===== src/rtl/pong_pkg.sv =====
// Shared constants for the pong design: 7-segment digit patterns, screen
// size and the glyph ROM used by the "END" overlay.
// No ports; imported by pong_score_unit and score_to_seg.
package pong_pkg;

  // 7-segment patterns, seg[6:0] = {a,b,c,d,e,f,g}, active-high.
  localparam logic [6:0] SEG_0     = 7'b1111110;
  localparam logic [6:0] SEG_1     = 7'b0110000;
  localparam logic [6:0] SEG_2     = 7'b1101101;
  localparam logic [6:0] SEG_3     = 7'b1111001;
  localparam logic [6:0] SEG_4     = 7'b0110011;
  localparam logic [6:0] SEG_5     = 7'b1011011;
  localparam logic [6:0] SEG_6     = 7'b1011111;
  localparam logic [6:0] SEG_7     = 7'b1110000;
  localparam logic [6:0] SEG_8     = 7'b1111111;
  localparam logic [6:0] SEG_9     = 7'b1111011;
  localparam logic [6:0] SEG_BLANK = 7'b0000000;

  localparam int unsigned H_SCREEN = 640;
  localparam int unsigned V_SCREEN = 480;

  // 5-bit glyph rows, MSB = leftmost column. Row 7 is padding so any
  // 3-bit row index stays in range; it is never inside the text box.
  localparam logic [4:0] GLYPH_E [0:7] = '{5'b11111, 5'b10000, 5'b10000, 5'b11110,
                                           5'b10000, 5'b10000, 5'b11111, 5'b00000};
  localparam logic [4:0] GLYPH_N [0:7] = '{5'b10001, 5'b11001, 5'b10101, 5'b10011,
                                           5'b10001, 5'b10001, 5'b10001, 5'b00000};
  localparam logic [4:0] GLYPH_D [0:7] = '{5'b11110, 5'b10001, 5'b10001, 5'b10001,
                                           5'b10001, 5'b10001, 5'b11110, 5'b00000};

  // Decimal digit to 7-segment pattern; anything above 9 is blank.
  function automatic logic [6:0] seg_encode(input logic [3:0] digit);
    logic [6:0] seg;
    case (digit)
      4'd0:    seg = SEG_0;
      4'd1:    seg = SEG_1;
      4'd2:    seg = SEG_2;
      4'd3:    seg = SEG_3;
      4'd4:    seg = SEG_4;
      4'd5:    seg = SEG_5;
      4'd6:    seg = SEG_6;
      4'd7:    seg = SEG_7;
      4'd8:    seg = SEG_8;
      4'd9:    seg = SEG_9;
      default: seg = SEG_BLANK;
    endcase
    return seg;
  endfunction

endpackage


===== src/rtl/pong_score_unit_score_to_seg.sv =====
// score_to_seg: splits a binary score into tens/units and encodes each
// digit as a 7-segment pattern. Purely combinational; the leading zero
// is kept so a score of 7 shows "07".
// Ports: score (W bits in), seg_tens / seg_ones (7 bits out each).
module score_to_seg
  import pong_pkg::*;
#(
  parameter int unsigned W = 5
) (
  input  logic [W-1:0] score,
  input  logic         unused_tie,
  output logic [6:0]   seg_tens,
  output logic [6:0]   seg_ones
);

  localparam logic [W-1:0] TEN = W'(10);

  logic [W-1:0] tens_s;
  logic [W-1:0] ones_s;

  // Decimal split and digit encoding.
  always_comb begin
    tens_s   = score / TEN;
    ones_s   = score % TEN;
    seg_tens = seg_encode(4'(tens_s));
    seg_ones = seg_encode(4'(ones_s));
  end

  logic unused_s;
  assign unused_s = unused_tie;

endmodule


===== src/rtl/pong_score_unit.sv =====
// pong_score_unit: score counters for both players, 7-segment digit
// patterns for each score, and a per-pixel mask for the "END" text.
// Ports:
//   clk, reset (async, active-low), clear (sync score clear)
//   hit_right / hit_left : wall-hit levels, rising edge scores a point
//   x, y                 : current scan position
//   score_p1, score_p2   : saturating scores
//   seg_p{1,2}_{tens,ones}: 7-seg patterns {a..g}, active-high
//   end_pixel            : (x,y) is on a lit pixel of "END"
module pong_score_unit
  import pong_pkg::*;
#(
  parameter int unsigned SCORE_W  = 5,
  parameter int unsigned ORIGIN_X = 276,
  parameter int unsigned ORIGIN_Y = 220,
  parameter int unsigned SCALE_LG = 2
) (
  input  logic               clk,
  input  logic               reset,
  input  logic               clear,
  input  logic               hit_right,
  input  logic               hit_left,
  input  logic [9:0]         x,
  input  logic [9:0]         y,
  output logic [SCORE_W-1:0] score_p1,
  output logic [SCORE_W-1:0] score_p2,
  output logic [6:0]         seg_p1_tens,
  output logic [6:0]         seg_p1_ones,
  output logic [6:0]         seg_p2_tens,
  output logic [6:0]         seg_p2_ones,
  output logic               end_pixel
);

  localparam logic [SCORE_W-1:0] SCORE_MAX = {SCORE_W{1'b1}};
  localparam logic [9:0] X_LO = 10'(ORIGIN_X);
  localparam logic [9:0] X_HI = 10'(ORIGIN_X + (17 << SCALE_LG));
  localparam logic [9:0] Y_LO = 10'(ORIGIN_Y);
  localparam logic [9:0] Y_HI = 10'(ORIGIN_Y + (7 << SCALE_LG));

  logic               hit_right_r;
  logic               hit_left_r;
  logic [SCORE_W-1:0] score_p1_r;
  logic [SCORE_W-1:0] score_p2_r;
  logic               inc_p1_s;
  logic               inc_p2_s;

  assign inc_p1_s = hit_right & ~hit_right_r;
  assign inc_p2_s = hit_left & ~hit_left_r;

  // Edge history and saturating score counters; clear wins over a
  // coincident edge, but the history still advances so that edge is lost.
  always_ff @(posedge clk or negedge reset) begin
    if (!reset) begin
      hit_right_r <= 1'b0;
      hit_left_r  <= 1'b0;
      score_p1_r  <= '0;
      score_p2_r  <= '0;
    end else begin
      hit_right_r <= hit_right;
      hit_left_r  <= hit_left;
      if (clear) begin
        score_p1_r <= '0;
        score_p2_r <= '0;
      end else begin
        if (inc_p1_s && (score_p1_r != SCORE_MAX)) begin
          score_p1_r <= score_p1_r + SCORE_W'(1);
        end
        if (inc_p2_s && (score_p2_r != SCORE_MAX)) begin
          score_p2_r <= score_p2_r + SCORE_W'(1);
        end
      end
    end
  end

  assign score_p1 = score_p1_r;
  assign score_p2 = score_p2_r;

  score_to_seg #(.W(SCORE_W)) u_seg_p1 (
    .score      (score_p1_r),
    .unused_tie (1'b0),
    .seg_tens   (seg_p1_tens),
    .seg_ones   (seg_p1_ones)
  );

  score_to_seg #(.W(SCORE_W)) u_seg_p2 (
    .score      (score_p2_r),
    .unused_tie (1'b0),
    .seg_tens   (seg_p2_tens),
    .seg_ones   (seg_p2_ones)
  );

  // Overlay: left combinational so it lines up with the caller's own
  // RGB register. The box test gates everything, so the offset
  // subtraction below never contributes when it would underflow.
  logic       in_box_s;
  logic [9:0] dx_s;
  logic [9:0] dy_s;
  logic [4:0] col_s;
  logic [2:0] row_s;
  logic [1:0] char_s;
  logic [2:0] bit_s;
  logic [4:0] glyph_row_s;

  // Box test, cell addressing and glyph lookup.
  always_comb begin
    in_box_s = (x >= X_LO) && (x < X_HI) && (y >= Y_LO) && (y < Y_HI);
    dx_s     = x - X_LO;
    dy_s     = y - Y_LO;
    col_s    = 5'(dx_s >> SCALE_LG);
    row_s    = 3'(dy_s >> SCALE_LG);
    // Six-cell character pitch: column 5 of each pitch is the spacer.
    if (col_s < 5'd6) begin
      char_s = 2'd0;
      bit_s  = 3'(col_s);
    end else if (col_s < 5'd12) begin
      char_s = 2'd1;
      bit_s  = 3'(col_s - 5'd6);
    end else begin
      char_s = 2'd2;
      bit_s  = 3'(col_s - 5'd12);
    end
    case (char_s)
      2'd0:    glyph_row_s = GLYPH_E[row_s];
      2'd1:    glyph_row_s = GLYPH_N[row_s];
      2'd2:    glyph_row_s = GLYPH_D[row_s];
      default: glyph_row_s = 5'b00000;
    endcase
    if (in_box_s && (bit_s < 3'd5)) begin
      end_pixel = glyph_row_s[3'd4 - bit_s];
    end else begin
      end_pixel = 1'b0;
    end
  end

endmodule


===== config.mk =====
export PLATFORM = sky130hd
export DESIGN_NAME = pong_score_unit
export DESIGN_NICKNAME = d
export VERILOG_FILES = /design/src/rtl/pong_pkg.sv /design/src/rtl/pong_score_unit_score_to_seg.sv /design/src/rtl/pong_score_unit.sv
export SDC_FILE = /design/constraint.sdc
export NUM_CORES = 1
export LEC_CHECK = 0
export ABC_CLOCK_PERIOD_IN_PS = 4700
export CAP_MARGIN = 5
export CORE_MARGIN = 4
export CORE_UTILIZATION = 37
export DETAILED_ROUTE_END_ITERATION = 10
export PLACE_DENSITY = 0.67
export SLEW_MARGIN = 30
export SYNTH_ARGS = -nofsm -noshare
export SYNTH_HDL_FRONTEND = slang
export SYNTH_SLANG_ARGS = --single-unit

===== constraint.sdc =====
create_clock -name clk -period 4.7 [get_ports clk]
set_input_delay 0.94 -clock clk [delete_from_list [all_inputs] [get_ports clk]]
set_output_delay 0.94 -clock clk [all_outputs]
set_load 0.01 [all_outputs]

==> results by group <==
Setup path
  – Worst Path Arrival: between 3 and 4 ns
  – CP Max Fanout: 5
  – Crit path capture type: output pin
  – Crit path from: x[2]
  – Crit Path Class: primary input to output pin
  – Slowest Stage Delay on Critical Path: about 0.34 ns
  – Max stage delay cell, worst path: ha_1
  – Reg2Reg Launch Point: score_p2[0]
  – CP Launch Type: primary input
  – Required @ worst endpoint: approximately 3.8 ns
  – CP Cell Sequence: dlygate4sd2_1 > inv_1 > ha_2 > inv_1 > ha_2 > o21ai_1 > nand2_1 > a32oi_2 > o21ai_2 > xnor2_1 > ha_1 > nor2_2 > or3_1 > and3_1 > o22ai_2 > buf_2

Timing
  – Minimum clock period: approximately 4.5 ns
  – Final Max Tran Viols: 0
  – Fmax: between 200 and 250 MHz
  – Worst-Margin Slew: 0.810 ns
  – Sum Neg Setup Slack: 0 ns
  – Slew headroom: 45.9%
  – Clock skew: between 0.0015 and 0.002 ns
  – Final worst slack: 0.216 ns
  – Fin. Hold Viols: 0
  – Period utilization: 95.4%
  – Count of final setup violators: 0

Detailed routing
  – Via count: between 1,500 and 2,000
  – Post-Route WL: roughly 4400 µm
  – DR WL/cell: between 10 and 15 µm
  – DR vias/cell: around 4.9
  – Detailed-router iteration count before antenna repair: 4
  – Initial DRC Count: 52
  – DR DRC count: 0
  – Post-route ant nets: 0

CTS
  – H-tree depth: 1
  – CTS Buf Count: 3
  – Clock-pin slew on the worst setup and hold paths: about 0.050 ns
  – Cts hold-fix bufs: 0
  – TritonCTS clock tree: built
  – Worst skew pair latency: between 0.2 and 0.25 ns
  – Clk sinks: 12
  – Clock Tree Buf Depth: 2
  – Root Buffer: clkbuf_8

Placed design
  – DP HPWL: roughly 3600 µm
  – PortBufs: 59
  – Dpl ws: -0.644 ns
  – Placer Congestion: between 0.7 and 0.8

Yosys
  – Cell variety after synth: 66
  – Mapped Area: 0.00195 mm²
  – Top cells by area, synth: ha_1 20%, dfrtp_1 15%, nor2_1 5.2%
  – Synthesized flop and latch total: 12
  – Syn avg cell area: between 8 and 9 µm²
  – Synth Flop Type: dfrtp_1
  – Post-synth top area cell: ha_1
  – Synth top area share: 19.9%
  – Ys Warns: 0
  – Ys async rst share: 100%
  – Sequential area share after synthesis: between 15 and 20%
  – Cell count after synthesis: 241
  – Number of enable flip-flop cells after synthesis: 0

Layout
  – Multi-input combinational cell area: ~0.0016 mm²
  – Fillcell total: between 400 and 500
  – Syn-to-layout area delta: 45.4%
  – Layout cell share with drive strength beyond 1: about 18%
  – Ant diodes: 0
  – Final #Nets: between 300 and 400
  – Register area: around 300 µm²

Floorplanning
  – Site row count: 26
  – Core area: ~0.0051 mm²
  – Die Wd: ~81 µm
  – Starting density of the core: 38.1%
  – Num ports: 64
  – Die area: between 0.006 and 0.007 mm²
  – Die height: approximately 81 µm

Outcome
  – Outcome: finished clean

Global route
  – First-pass GRT wire length: ~7500 µm
  – Remaining Overflow, GRT: 0
  – GRT Util Overall: a little over an eighth
  – Vias in the first global route: 1,786
  – Initial antenna violation count: 0
  – Maximum number of pins on one net before global-route repair: 13

Min path
  – Min-delay src: hit_left_r
  – Hold Path Class: flop to flop

Power
  – Max IR drop VDD: 0.134 mV
  – PwrDens: 139 mW/mm²
  – Standby leakage power: ~1.2 nW

Run
  – Max-cap check violation count: 0
[registers in the layout, summed over array words and instances (netlist names)]
signal and cells:
hit_left_r 1, hit_right_r 1, score_p1 5, score_p2 5
[final timing paths]
kind / endpoint / slack (ns) / depth (start not counted)
max: end_pixel / 0.22 / 16
min: score_p2[0] / 0.67 / 3
max reg2reg: score_p2[3] / 2.39 / 7
min reg2reg: score_p2[0] / 0.67 / 3
max in group asynchronous: score_p1[3] / 3.32 / 1
min in group asynchronous: score_p2[3] / 1.04 / 1
[layout make-up]
type / count / share of cell area [%]
sequential: 12 / 10.6
clock buffer: 4 / 1.94
multi-input combinational: 201 / 54.8
inverter: 19 / 2.52
tap: 70 / 3.09
timing repair buffer: 83 / 27.0
[repair_timing]
| action | CTS | global route |
|---|---|---|
| pin swaps | 10 | 3 |
| cloned | 0 | 0 |
| hold endpoints to repair | 0 | 0 |
| resized for setup | 13 | 4 |
| setup buffers | 3 | 0 |
| endpoints found under the setup margin | 1 | 2 |
[synthesized netlist by cell type, types with 3 or more instances]
cell type / number
a21oi_1: 16
a31oi_1: 4
a32oi_1: 3
buf_4: 6
dfrtp_1: 12
ha_1: 31
inv_1: 18
mux2i_1: 6
nand2_1: 18
nand3_1: 4
nand4_1: 3
nor2_1: 27
nor2b_1: 3
nor3_1: 3
nor3b_1: 3
o21ai_0: 8
o21ai_1: 5
o22ai_1: 3
xnor2_1: 8
xor2_1: 4
[cell usage in the layout, fill, tap and decap left out, types with 3 or more instances in the layout]
cell and instances:
buf_4 24, dfrtp_1 12, o21ai_1 7, nand3_1 4, inv_1 18, nor2b_1 3, nor2_1 26, a21oi_1 16
xnor2_2 3, a31oi_1 4, o21ai_0 6, xnor2_1 7, clkdlybuf4s50_1 55, nor3_1 3, nand4_1 3, clkbuf_8 4
ha_1 29, mux2i_1 6, xor2_1 4, nand2_1 18
[critical path: cells and delay by family]
kind	cells	cell delay, ns
fa+ha+maj	3	0.83
simple gates	4	0.69
buf+inv	4	0.48
xor+xnor	1	0.13
compound gates	4	0.47
[kinds of logic after synthesis]
logic type,Yosys count,synth area share [%]
buf+inv,29,7.20
mux,7,3.79
xor+xnor,15,8.48
fa+ha+maj,32,20.4
other cells,1,0.193
flops,12,15.4
compound gates,64,23.1
simple gates,81,21.4
[routing by layer]
metal	GRT usage [%]	share of wire (%)	vias to the layer above	routed length, µm
met4	3.55	1.2	0	53
met5	0	0	-	0
li1	-	-	1003	-
met3	2.24	5.4	8	237
met2	23.8	48	51	2120
met1	17.4	46	853	2010
[power breakdown]
group | total (mW) | internal, mW | leakage [nW] | switching (mW)
Combinational | 0.171 | 0.0930 | 1.06 | 0.0784
Sequential | 0.113 | 0.106 | 0.161 | 0.00608
Clock | 0.110 | 0.0738 | 0.0288 | 0.0359
[through the flow]
step           total power [mW]  hold slack (ns)  area, µm²  instances  utilization [%]
2_1_floorplan             0.203            0.606       1950        242                -
3_3_place_gp              0.277            0.656       2720        382             53.2
3_5_place_dp              0.279            0.657       2720        382             53.2
4_1_cts                   0.397            0.670       2810        389             55.0
5_1_grt                   0.422            0.737       2830        389             55.4
6_report                  0.394            0.668       2830        389             55.4
No activity file was read; power rests on OpenSTA's default activity.
==> edit 1 (same settings) <==
Register the output `seg_p2_ones`; this adds one clock of latency there. The other outputs are not delayed to match.
--- a/src/rtl/pong_score_unit.sv
+++ b/src/rtl/pong_score_unit.sv
@@ -36,6 +36,8 @@
   localparam logic [9:0] X_HI = 10'(ORIGIN_X + (17 << SCALE_LG));
   localparam logic [9:0] Y_LO = 10'(ORIGIN_Y);
   localparam logic [9:0] Y_HI = 10'(ORIGIN_Y + (7 << SCALE_LG));
+
+  logic [6:0] seg_p2_ones_d;
 
   logic               hit_right_r;
   logic               hit_left_r;
@@ -86,7 +88,7 @@
     .score      (score_p2_r),
     .unused_tie (1'b0),
     .seg_tens   (seg_p2_tens),
-    .seg_ones   (seg_p2_ones)
+    .seg_ones   (seg_p2_ones_d)
   );
 
   // Overlay: left combinational so it lines up with the caller's own
@@ -132,5 +134,9 @@
     end
   end
 
+  always_ff @(posedge clk) begin
+    seg_p2_ones <= seg_p2_ones_d;
+  end
+
 endmodule
 
Formal check against the unedited RTL: not equivalent (Yosys sat finds a counterexample within 4 cycles, from zero or initial values and one cycle with reset low).
==> edit 1 against the original RTL <==
Combinational power is 16% higher. Register-to-register slack got worse by 0.53 ns. Area after synthesis is 14% higher. Synthesized cell count is 6.2% higher. Core utilization increased by 0.63 points. Wire length grew 9.2%. Worst setup slack worse by 0.040 ns. Hold slack worse by 0.016 ns. Final area rose by 12%. Power increased by 23%. Non-clock buffer count increased by 7. Sequential cell count increased by 7. Highest routed layer unchanged.
==> edit 1: results (changes against the original RTL) <==
| Metric | Value |
|---|---|
| Result of the run | `completed (unchanged)` |
| Compound-gate portion of the synthesized area | `0.205 (was 0.231)` |
| Sequential group power | `177 uW (was 113 uW)` |
| Worst ir drop on vdd | `0.000134 V (about the same)` |
| Share of the yosys chip area belonging to registers | `0.199 (was 0.154)` |
| Starting density of the core | `0.392 (was 0.381)` |
| Worst Tran Pin Value | `0.779 ns (was 0.810 ns)` |
| Routed wire length | `4820 um (was 4420 um)` |
| CP peak stage delay | `0.30 ns (was 0.34 ns)` |
| Number of DRC violations after detailed-routing iteration 0 | `111 (was 52)` |
| Number of resized instances in the post-cts repair step | `18 (was 13)` |
| Cell types occupying the most area after synthesis | `sky130_fd_sc_hd__ha_1, sky130_fd_sc_hd__dfrtp_1, sky130_fd_sc_hd__dfxtp_1 (was sky130_fd_sc_hd__ha_1, sky130_fd_sc_hd__dfrtp_1, sky130_fd_sc_hd__nor2_1)` |
| Critical-path top delay cell | `sky130_fd_sc_hd__dlygate4sd2_1 (was sky130_fd_sc_hd__ha_1)` |
| XOR/XNOR Fraction of Synth Area | `0.0781 (was 0.0848)` |
| Worst Path Arrival | `3.58 ns (was 3.54 ns)` |
| Fraction of layout instances using a drive strength above 1 | `0.225 (was 0.182)` |
| Count of distinct cell types in the synthesized netlist | `68 (was 66)` |
| Switch Pwr | `144 uW (was 120 uW)` |
| Setup Fix Bufs, Post-CTS | `5 (was 3)` |
| Async set or reset register ratio after synthesis | `0.632 (was 1.00)` |
| Multiplexer area fraction after synthesis | `0.0572 (was 0.0379)` |
| Standard cell area after detailed placement | `3000 um2 (was 2720 um2)` |
| Placed cells | `399 (was 382)` |
| Top cells by instance count after synthesis | `sky130_fd_sc_hd__ha_1, sky130_fd_sc_hd__nor2_1, sky130_fd_sc_hd__inv_1, sky130_fd_sc_hd__nand2_1, sky130_fd_sc_hd__a21oi_1 (unchanged)` |
| Width of the die | `85.3 um (was 80.5 um)` |
| Mean number of vias per cell | `4.99 (was 4.92)` |
| Adder-cell area share of the yosys netlist | `0.180 (was 0.204)` |
| All-Layer GR Usage | `0.133 (was 0.137)` |
| Static Leakage | `1.37 nW (was 1.25 nW)` |
| Power per cell area | `153 nW/um2 (was 139 nW/um2)` |
| Largest fanout on the critical path | `4 (was 5)` |
| Via count of the first global-routing pass | `1948 (was 1786)` |
| Number of cells produced by synthesis | `256 (was 241)` |
| Clock power share | `0.223 (was 0.279)` |
| Final GP Congestion | `0.849 (was 0.777)` |
| Half-perimeter wire length of the detailed placement result | `3950 um (was 3590 um)` |
==> edit 1: cell types whose count changed in the layout (fill, tap and decap cells not counted), moves of 3 or more <==
cell and delta:
sky130_fd_sc_hd__a21oi_1 -3, sky130_fd_sc_hd__and3_1 +3, sky130_fd_sc_hd__buf_4 +6, sky130_fd_sc_hd__dfxtp_1 +7
sky130_fd_sc_hd__inv_1 -5, sky130_fd_sc_hd__inv_2 +4, sky130_fd_sc_hd__o21a_1 +3, sky130_fd_sc_hd__o21ai_0 -4
sky130_fd_sc_hd__xnor2_4 +3
==> edit 1: cell type report <==
type | instances | area, um2
timing repair buffer | 90 | 813
fill | 520 | 2480
inverter | 19 | 73.8
multi-input combinational | 206 | 1700
sequential | 19 | 442
tap | 72 | 90.1
clock buffer | 4 | 45.0
==> edit 1: kinds of logic (layout without fill, tap and decap cells) <==
logic type / count (synthesis) / in the layout
DFF: 19 / 19
other: 1 / 2
and+or+nand+nor: 86 / 86
buffers and inverters: 32 / 113
adders and majority gates: 32 / 32
xor gates and xnor gates: 15 / 15
AOI/OAI and AO/OA: 61 / 61
muxes: 10 / 10
==> edit 1: per-layer routing <==
metal	track usage	up-vias	wire length, um
li1	-	1052	-
met1	0.166	954	2160
met2	0.244	34	2430
met3	0.0184	5	207
met4	0.0230	0	31
met5	0	-	0
==> edit 1: worst paths after layout <==
path	from	endpoint	slack [ns]	depth (start not counted)
hold / removal	hit_left_r	score_p2[0]	0.65	3
hold reg to reg	hit_left_r	score_p2[0]	0.65	3
max in group asynchronous	reset	score_p1[3]	3.26	1
setup / recovery	x[4]	end_pixel	0.18	15
min in group asynchronous	reset	hit_right_r	1.04	1
setup reg to reg	score_p2[4]	seg_p2_ones[3]	1.86	10
==> edit 2 (config.mk and constraints unchanged) <==
Without the edit above. `SCORE_W`: 5 -> 10.
--- a/src/rtl/pong_score_unit.sv
+++ b/src/rtl/pong_score_unit.sv
@@ -10,7 +10,7 @@
 module pong_score_unit
   import pong_pkg::*;
 #(
-  parameter int unsigned SCORE_W  = 5,
+  parameter int unsigned SCORE_W  = 10,
   parameter int unsigned ORIGIN_X = 276,
   parameter int unsigned ORIGIN_Y = 220,
   parameter int unsigned SCALE_LG = 2
Interface: changed (resized score_p1 and score_p2); port bits go from 64 to 74. No check against the original RTL was run, so the function may have changed too.
==> edit 2 against the original RTL <==
The run now ends with setup timing left. Worst setup slack got worse by 0.32 ns. Area after synthesis rose by 130%. Final cell count rose by 140%. Sequential power rose by 72%. Core utilization rose by 4.7 points. Final area rose to 2.5 times the old value. Die area rose by 120%. Sequential cell count rose by 10. Combinational power rose by 29%. Wire length rose to 3.3 times the old value. Synthesized cell count rose by 150%. Power rose by 54%. Critical path type unchanged. Highest routed layer unchanged.
==> edit 2: results (changes against the original RTL) <==
| Metric | Value |
|---|---|
| Sw frac | `0.283 (was 0.306)` |
| First-pass iteration count of the detailed router | `5 (was 4)` |
| Worst clock skew | `0.00350 ns (was 0.00166 ns)` |
| Net total in the final layout | `862 (was 376)` |
| Half-perimeter wire length of the detailed placement result | `10300 um (was 3590 um)` |
| CTS Root Cell | `sky130_fd_sc_hd__clkbuf_16 (was sky130_fd_sc_hd__clkbuf_8)` |
| Via count of the first global-routing pass | `5270 (was 1786)` |
| Final non-filler cell total | `941 (was 389)` |
| Critical-path top delay cell | `sky130_fd_sc_hd__a2111oi_4 (was sky130_fd_sc_hd__ha_1)` |
| Number of DRC violations after detailed-routing iteration 0 | `344 (was 52)` |
| Static Leakage | `3.04 nW (was 1.25 nW)` |
| Fraction of layout instances using a drive strength above 1 | `0.393 (was 0.182)` |
| Top cells by instance count after synthesis | `sky130_fd_sc_hd__nor2_1, sky130_fd_sc_hd__nand2_1, sky130_fd_sc_hd__ha_1, sky130_fd_sc_hd__o21ai_0, sky130_fd_sc_hd__inv_1 (was sky130_fd_sc_hd__ha_1, sky130_fd_sc_hd__nor2_1, sky130_fd_sc_hd__inv_1, sky130_fd_sc_hd__nand2_1, sky130_fd_sc_hd__a21oi_1)` |
| Minimum setup slack in the final design | `-0.107 ns (was 0.216 ns)` |
| Result of the run | `complete, but fails checks (was completed)` |
| Family with the most delay on the worst path | `compound AO/OA/AOI/OAI gates (was adder cells)` |
| Pin count of the biggest net entering global routing | `30 (was 13)` |
| Overall via count from detail_route | `5285 (was 1915)` |
| Count of distinct cell types in the synthesized netlist | `99 (was 66)` |
| Post-Syn Area per Cell | `7.57 um2 (was 8.08 um2)` |
| Setup-violating endpoint count in the final report | `3 (was 0)` |
| Share of the yosys chip area belonging to registers | `0.122 (was 0.154)` |
| Total of fill cells in the finished design | `1004 (was 481)` |
| All-Layer GR Usage | `0.190 (was 0.137)` |
| Worst Tran Pin Value | `0.734 ns (was 0.810 ns)` |
| Failing checks | `setup timing` |
| First-pass GRT wire length | `23500 um (was 7490 um)` |
-- edit 2: cell types whose count changed after synthesis, sizes merged, moves of 10 or more --
| cell | delta |
|---|---|
| nand2 | +33 |
| nor2 | +28 |
| o21ai | +28 |
| nor3 | +20 |
| clkbuf | +18 |
| inv | +17 |
| nand3 | +17 |
| xnor2 | +13 |
| a21oi | +11 |
| ha | +11 |
| a211oi | +10 |
| dfrtp | +10 |
-- edit 2: cell families after synthesis --
family | synth area share
muxes | 0.0412
DFF | 0.122
AOI/OAI and AO/OA | 0.314
and+or+nand+nor | 0.263
buffers and inverters | 0.0725
xor gates and xnor gates | 0.0711
adders and majority gates | 0.116
-- edit 2: final timing paths --
check                             from           to  slack (ns)  depth (start not counted)
setup / recovery                  x[2]    end_pixel       -0.11                         16
hold / removal             score_p2[1]  score_p2[1]        0.64                          2
setup reg to reg           score_p2[6]  score_p2[7]        1.99                         12
hold reg to reg            score_p2[1]  score_p2[1]        0.64                          2
max in group asynchronous        reset  score_p1[9]        3.68                          1
min in group asynchronous        reset  score_p2[5]        0.65                          1
-- edit 2: area by class of cell --
class	instances	area, um2	share of cell area
multi-input cells	503	4330	0.602
flip-flops and latches	22	559	0.0778
well taps	147	184	0.0256
clock buffers	4	88.8	0.0123
repair buffers	229	1890	0.262
inverters	36	143	0.0198
-- edit 2: what timing repair did --
item | 4_1_cts | 5_1_grt
setup buffers | 14 | 21
cloned | 0 | 0
pin swaps | 22 | 29
setup endpoints to repair | 25 | 26
gates resized for setup | 116 | 100
hold buffers | 0 | 0
-- edit 2: metrics by stage --
| step | setup slack (ns) | cell area, um2 |
|---|---|---|
| after floorplan | 0.00961 | 4550 |
| after global placement | -0.847 | 6210 |
| after detailed placement | -0.926 | 6210 |
| after CTS | -0.125 | 6660 |
| after global routing | -0.308 | 7190 |
| final | -0.107 | 7190 |
-- edit 2: power groups by stage --
stage | Clock [mW] | Sequential, mW | Combinational, mW
after floorplan | 0 | 0.201 | 0.0962
after global placement | 0 | 0.198 | 0.194
after detailed placement | 0 | 0.198 | 0.200
after CTS | 0.197 | 0.194 | 0.209
after global routing | 0.209 | 0.195 | 0.241
final | 0.193 | 0.194 | 0.220
-- edit 2: routing by layer --
metal | up-vias | GRT usage | routed length, um | part of all wire
li1 | 2603 | - | - | -
met1 | 2526 | 0.233 | 6180 | 0.43
met2 | 138 | 0.356 | 7580 | 0.52
met3 | 18 | 0.0254 | 529 | 0.037
met4 | 0 | 0.0304 | 146 | 0.010
met5 | - | 0 | 0 | 0
-- edit 2: tightest hold or removal path, stage by stage, from the launching register on --
cell and delay (ns):
sky130_fd_sc_hd__dfrtp_1 0.43, sky130_fd_sc_hd__mux2i_1 0.10, sky130_fd_sc_hd__nor2_1 0.07
